## src/rtl/lcd_mux_driver.sv

```systemverilog
// lcd_mux_driver: 1/4-duty, 1/3-bias multiplexed LCD driver (4 COM, 8 SEG) with PWM-encoded 4-level outputs
module lcd_mux_driver #(
    parameter longint CLOCK_HZ      = 10_000_000,
    parameter longint CHANGE_COM_US = 1000
) (
    input  logic       Clock,
    input  logic       Reset,
    input  logic [7:0] Digit3_i,
    input  logic [7:0] Digit2_i,
    input  logic [7:0] Digit1_i,
    input  logic [7:0] Digit0_i,
    output logic [3:0] ComPWM_o,
    output logic [7:0] SegPWM_o
);
    localparam longint RAW_TICKS   = CLOCK_HZ * CHANGE_COM_US / 1_000_000;
    localparam int     STATE_TICKS = (RAW_TICKS < 1) ? 1 : int'(RAW_TICKS);
    localparam int     DIV_W       = (STATE_TICKS > 1) ? $clog2(STATE_TICKS) : 1;
    localparam logic [DIV_W-1:0] DIV_LAST = DIV_W'(STATE_TICKS - 1);

    logic [DIV_W-1:0] divider;
    logic             change_state;
    logic [2:0]       state;
    logic [1:0]       active_com;
    logic             polarity;
    logic [1:0]       pwm_cnt;
    logic [7:0]       digits [0:3];
    logic [7:0]       seg_on;
    logic [1:0]       com_analog [0:3];
    logic [1:0]       seg_analog [0:7];

    assign digits[0]    = Digit0_i;
    assign digits[1]    = Digit1_i;
    assign digits[2]    = Digit2_i;
    assign digits[3]    = Digit3_i;
    assign active_com   = state[2:1];
    assign polarity     = state[0];
    assign change_state = !Reset && (divider == DIV_LAST);

    // pick, for each SEG line, the digit bit belonging to the currently driven COM
    always_comb begin
        seg_on = '0;
        for (int s = 0; s < 8; s++)
            seg_on[s] = digits[s / 2][(s % 2) * 4 + int'(active_com)];
    end

    // timebase: divider wraps every STATE_TICKS cycles and advances the drive state
    always_ff @(posedge Clock) begin
        if (Reset) begin
            divider <= '0;
            state   <= '0;
        end else if (change_state) begin
            divider <= '0;
            state   <= state + 3'd1;
        end else begin
            divider <= divider + 1'b1;
        end
    end

    // analog levels: selected COM at the rail, others at 1/3 or 2/3; SEG on opposite rail when lit
    always_ff @(posedge Clock) begin
        if (Reset) begin
            for (int c = 0; c < 4; c++) com_analog[c] <= '0;
            for (int s = 0; s < 8; s++) seg_analog[s] <= '0;
        end else begin
            for (int c = 0; c < 4; c++)
                com_analog[c] <= (c == int'(active_com)) ? (polarity ? 2'd0 : 2'd3)
                                                          : (polarity ? 2'd2 : 2'd1);
            for (int s = 0; s < 8; s++)
                seg_analog[s] <= polarity ? (seg_on[s] ? 2'd3 : 2'd1)
                                          : (seg_on[s] ? 2'd0 : 2'd2);
        end
    end

    // 3-phase PWM: each line is high for 'level' of every three clocks
    always_ff @(posedge Clock) begin
        if (Reset) begin
            pwm_cnt  <= '0;
            ComPWM_o <= '0;
            SegPWM_o <= '0;
        end else begin
            pwm_cnt <= (pwm_cnt == 2'd2) ? 2'd0 : pwm_cnt + 2'd1;
            for (int c = 0; c < 4; c++) ComPWM_o[c] <= pwm_cnt < com_analog[c];
            for (int s = 0; s < 8; s++) SegPWM_o[s] <= pwm_cnt < seg_analog[s];
        end
    end
endmodule

```

## config.mk

```make
export PLATFORM = sky130hd
export DESIGN_NAME = lcd_mux_driver
export DESIGN_NICKNAME = d
export VERILOG_FILES = /design/src/rtl/lcd_mux_driver.sv
export SDC_FILE = /design/constraint.sdc
export NUM_CORES = 1
export LEC_CHECK = 0
export BUFFER_PORTS_ARGS = -buffer_cell sky130_fd_sc_hd__buf_2
export CAP_MARGIN = 20
export CORE_AREA = 4 4 73 75
export DETAILED_ROUTE_END_ITERATION = 10
export DIE_AREA = 0 0 77 79
export PLACE_DENSITY = 0.82
export REMOVE_ABC_BUFFERS = 1
export SLEW_MARGIN = 20
export SYNTH_ARGS = -nofsm -noshare
export SYNTH_HDL_FRONTEND = slang
export SYNTH_SLANG_ARGS = --single-unit
```

## constraint.sdc

```tcl
create_clock -name Clock -period 1.5 [get_ports Clock]
set_clock_uncertainty 0.2 [all_clocks]
set_input_delay 0.075 -clock Clock [delete_from_list [all_inputs] [get_ports Clock]]
set_output_delay 0.075 -clock Clock [all_outputs]
set_load 0.01 [all_outputs]
```

# After elaboration in Yosys (flattened, before gate mapping)
# Memories as Yosys holds them, arrays and structs flattened.
# Index checks and enable logic that the tools add are counted.
[totals] regBits=31 ramBits=24 inputBits=34 output_inout_bits=12 elab_cells=112 mem_count=2
[op_classes] n_addsub=4 n_lt_le_gt_ge=14 eq_ne=5 n_mux=65 n_bitwise=12 n_reduce_logical=5
[memory_table] name="seg_analog" depth=8 width=2 read_ports=8 rd_ports_with_merged_regs=0 wr=8 line="29" source="logic [1:0] seg_analog [0:7];"
[memory_table] name="com_analog" depth=4 width=2 read_ports=4 rd_ports_with_merged_regs=0 wr=4 line="28" source="logic [1:0] com_analog [0:3];"
[ops] operator="$mux 2" n=42
[ops] operator="$lt 2x2->1" n=12
[ops] operator="$mux 1" n=15
[ops] operator="$add 14x1->14 const B" n=1
[ops] operator="$eq 14x14->1 const B" n=1
[ops] operator="$bmux 1 s3" n=4
[ops] operator="$or 1x1->1" n=12
[ops] operator="$bmux 1 s2" n=4
[ops] operator="$add 3x2->4 const A" n=1
[ops] operator="$eq 2x2->1 const A" n=2
[ops] operator="$lt 2x4->1 const B" n=1
[ops] operator="$lt 4x4->1 const B" n=1
[ops] operator="$reduce_or 2->1" n=2
[ops] operator="$add 3x1->3 const B" n=1
[ops] operator="$add 2x1->2 const B" n=1
[ops] operator="$eq 1x2->1 const A" n=1
[ops] operator="$eq 2x2->1 const B" n=1
[ops] operator="$logic_not 2->1" n=1
[ops] operator="$logic_and 1x1->1" n=1
[ops] operator="$logic_not 1->1" n=1

# Longest topological paths before layout
[logic_depth] ltp_word=7 mapped_depth=6 ltp_nobuf=5

# Least setup slack after synthesis
# Ideal clock, no wire load.
[synth_path] kind="register -> register" startpoint="register divider[0]" endpoint="register state[2]" setup_time_ns=0.071 arrival_ns=1.417 required_time_ns=1.229 setup_slack_ns=-0.188 path_stages_with_launch=6 n_path_buf=0 synth_period_minus_slack_ns=1.688 path_cell_list="dfxtp_1 ha_1 and3_2 nand4_2 or3_1 a21oi_1"
[synth_via] elab_chain_len=2
[synth_rtl] element="start, declared" line="20" source="logic [DIV_W-1:0] divider;"
[synth_rtl] element="start signal, assigned" line="55" source="divider <= divider + 1'b1;"
[synth_rtl] element="$eq 14x14->1" line="37" source="assign change_state = !Reset && (divider == DIV_LAST);"
[synth_rtl] element="$logic_and 1x1->1" line="37"
[synth_rtl] element="end signal, assigned" line="53" source="state <= state + 3'd1;"
[synth_rtl] element="end, declared" line="22" source="logic [2:0] state;"
# No other way between the ends.
# A chain may end at the register's enable or synchronous reset.

# Final worst setup path
[layout_path] startpoint="register divider[11]" endpoint="register divider[13]"
[layout_via] elab_chain_len=3 word_cells_on_any_way=4 cone_classes="add/sub (1); eq/ne (1); reduce/logical (2)"
[layout_rtl] element="parallel branches: the longest is 3 deep, another holds $add 14x1->14"
# Parallel ways; which one is timed is not known.

==> flow_summary.toml <==
[status]
outcome = "complete, but fails checks"
violations = "negative setup slack"

[critical_path]
reg2reg_depth = 4
critPathRequiredTime_ns = 1.54
crit_chain = "buf_4 > nand4_1 > or4_4 > a21oi_2"
slowest_delay_ns = 0.53
cp_num_cells = 4
worst-path-buf-inv = 1
end_kind = "register"
path_max_fanout = 3
startpoint_type = "register"
crit_type = "register to register"
arrival_ns = 1.65
path_delay_family = "simple AND/OR/NAND/NOR gates"
cpMaxStageDelayCell = "or4_4"

[place]
place_congestion = 0.798
hpwl_um = 3520
place_area_mm2 = 0.00266
portBuffers = 45
post-place-cells = 333

[clocking]
clk_pin_slew_ns = 0.09
cts_tree = "built"
htreeDepth = 2
root_buffer = "clkbuf_8"
clock_latency_ns = 0.30
cts_buffers = 5
clock_sinks = 48
ctsLongestPathBuffers = 2

[synthesis]
yosys.area.top_type_share = 0.433
synth_cell_types = 33
seq_area_frac_synth = 0.433
yosys.area.top_type = "dfxtp_1"
ys_seq_elements = 48
async_flop_share = 0
synth-edff-count = 0
syn_avg_cell_area_um2 = 10.2
synthCells = 218
synth.area.top_cells = "dfxtp_1, ha_1, mux4_2, nor2_1, xnor2_1"
synth.most_common_cell = "dfxtp_1"
yosysWarnings = 0
synthesis.area_mm2 = 0.00222
synthFlopType = "dfxtp_1"
ys_top_cells_by_count = "dfxtp_1, nor2_1, ha_1"

[drt]
drc = 0
drt_iter0_markers = 127
dr.pass1.iters = 4
routedWlPerCell_um = 16.2
ant_nets = 0
vias = 1815
via_per_inst = 5.26
routed_wl_um = 5590

[timing]
rsz0062_at_grt = "yes"
maxSlewViolCount = 0
holdWs_ns = 0.0346
tightest_slew_ns = 0.422
setup_ws_ns = -0.107
slew_headroom = 0.719
fmax_mhz = 622
post-route-period-util = 1.07
finalSetupViolCount = 6
period_needed_ns = 1.61
finalHoldViolCount = 0

[power_and_ir_drop]
leakage_nw = 1.31
power.density_mw_per_mm2 = 935
p_total_w = 0.00275
worst_ir_drop_vdd_mv = 0.500

[floorplan]
pin_count = 46
initial_core_util = 0.476
die_width_um = 77
die_h_um = 79
core_mm2 = 0.00466
die_area_mm2 = 0.00608
row_count = 25

[global_route]
grt_pass1_vias = 1819
grt_max_degree = 20
antenna_found_initial = 0
overflow = 0
grt_pass1_wl_um = 8030
track_usage = 0.170

[layout]
final_util = 0.631
layout.nets = 347
area_growth_pct = 32.6
final_area_mm2 = 0.00294
instances_no_fill = 345
antenna-diode-count = 0
drive_gt1_frac = 0.402

[min_path]
holdPathStages = 4
holdCritPathClass = "input port to register"

[flow_run]
maxCapViolCount = 0
-- worst paths after layout --
check | slack (ns) | to | from
worst min-delay path | 0.03 | seg_analog[0][3] | Digit0_i[4]
worst max-delay path | -0.11 | divider[13] | divider[11]
worst max register to register | -0.11 | divider[13] | divider[11]
worst min register to register | 0.23 | pwm_cnt[0] | pwm_cnt[0]
-- worst min-delay path, stage by stage --
cell     delay [ns]
buf_2          0.07
mux4_2         0.22
xnor2_1        0.06
nor2_1         0.08
-- power breakdown --
| group | total, W | internal (W) | switching (W) |
|---|---|---|---|
| clock | 0.000931 | 0.000493 | 0.000438 |
| combinational | 0.000405 | 0.000203 | 0.000202 |
| sequential | 0.00142 | 0.00136 | 0.0000536 |
| total | 0.00275 | 0.00206 | 0.000693 |
-- layout by cell type, fill, tap and decap left out, drive strengths merged --
master       instances
nand4                7
o21ai                1
nor2                33
a21oi                2
or4                  1
nor2b                4
ha                  23
and4b                1
nor4b                1
nor4                 1
nor3                 7
a211oi               8
inv                 20
and3                 3
mux2i                1
dfxtp               48
or2                  1
o31ai                1
clkinvlp             1
and4                 2
nand2b               3
xor2                 7
nand3                3
bufinv               1
clkbuf               5
nand2                6
or3                  1
mux4                 8
buf                 72
a21boi               4
xnor2               13
dlygate4sd3          1
clkinv               1
-- stage by stage --
stage | setup slack (ns) | setup TNS, ns
final | -0.107 | -0.292
after global routing | -0.153 | -0.988
after CTS | -0.0476 | -0.180
after detailed placement | -0.0798 | -0.753
after global placement | -0.0685 | -0.363
after floorplan | -0.226 | -4.25
-- what timing repair did --
item / 4_1_cts / 5_1_grt
hold buffers: 1 / 0
setup endpoints to repair: 24 / 27
setup buffers: 2 / 1
pin swaps: 8 / 9
gates cloned: 0 / 0
resized for setup: 15 / 21
endpoints found under the hold margin: 5 / 0
-- cells by family (layout without fill, tap and decap cells) --
| kind of cell | after synthesis | in the layout | synth area share |
|---|---|---|---|
| fa+ha+maj | 23 | 23 | 0.130 |
| compound gates | 16 | 16 | 0.0508 |
| simple gates | 74 | 74 | 0.171 |
| flops | 48 | 48 | 0.433 |
| xor+xnor | 20 | 20 | 0.0790 |
| buf+inv | 28 | 101 | 0.0502 |
| mux | 9 | 9 | 0.0857 |
-- routing by layer --
metal	share of wire	up-vias	wire length [um]	global-route usage
li1	-	883	-	-
met4	0.070	0	394	0.137
met2	0.50	67	2810	0.283
met3	0.057	28	320	0.0476
met5	0	-	0	0
met1	0.37	837	2060	0.180
-- state kept, by name, indices dropped and copies added (netlist names) --
signal and flops:
SegPWM_o 8, seg_analog 9, com_analog 8, ComPWM_o 4, divider 14, pwm_cnt 2, state 3
-- layout make-up --
type                            instances  area [um2]
Fill cell                             332        1720
Tap cell                               54        67.6
Sequential cell                        48         983
Clock inverter                          3        42.5
Clock buffer                            5        68.8
Timing Repair Buffer                   73         449
Inverter                               20        75.1
Multi-Input combinational cell        142        1250
Power figures use the tool's default switching activity.
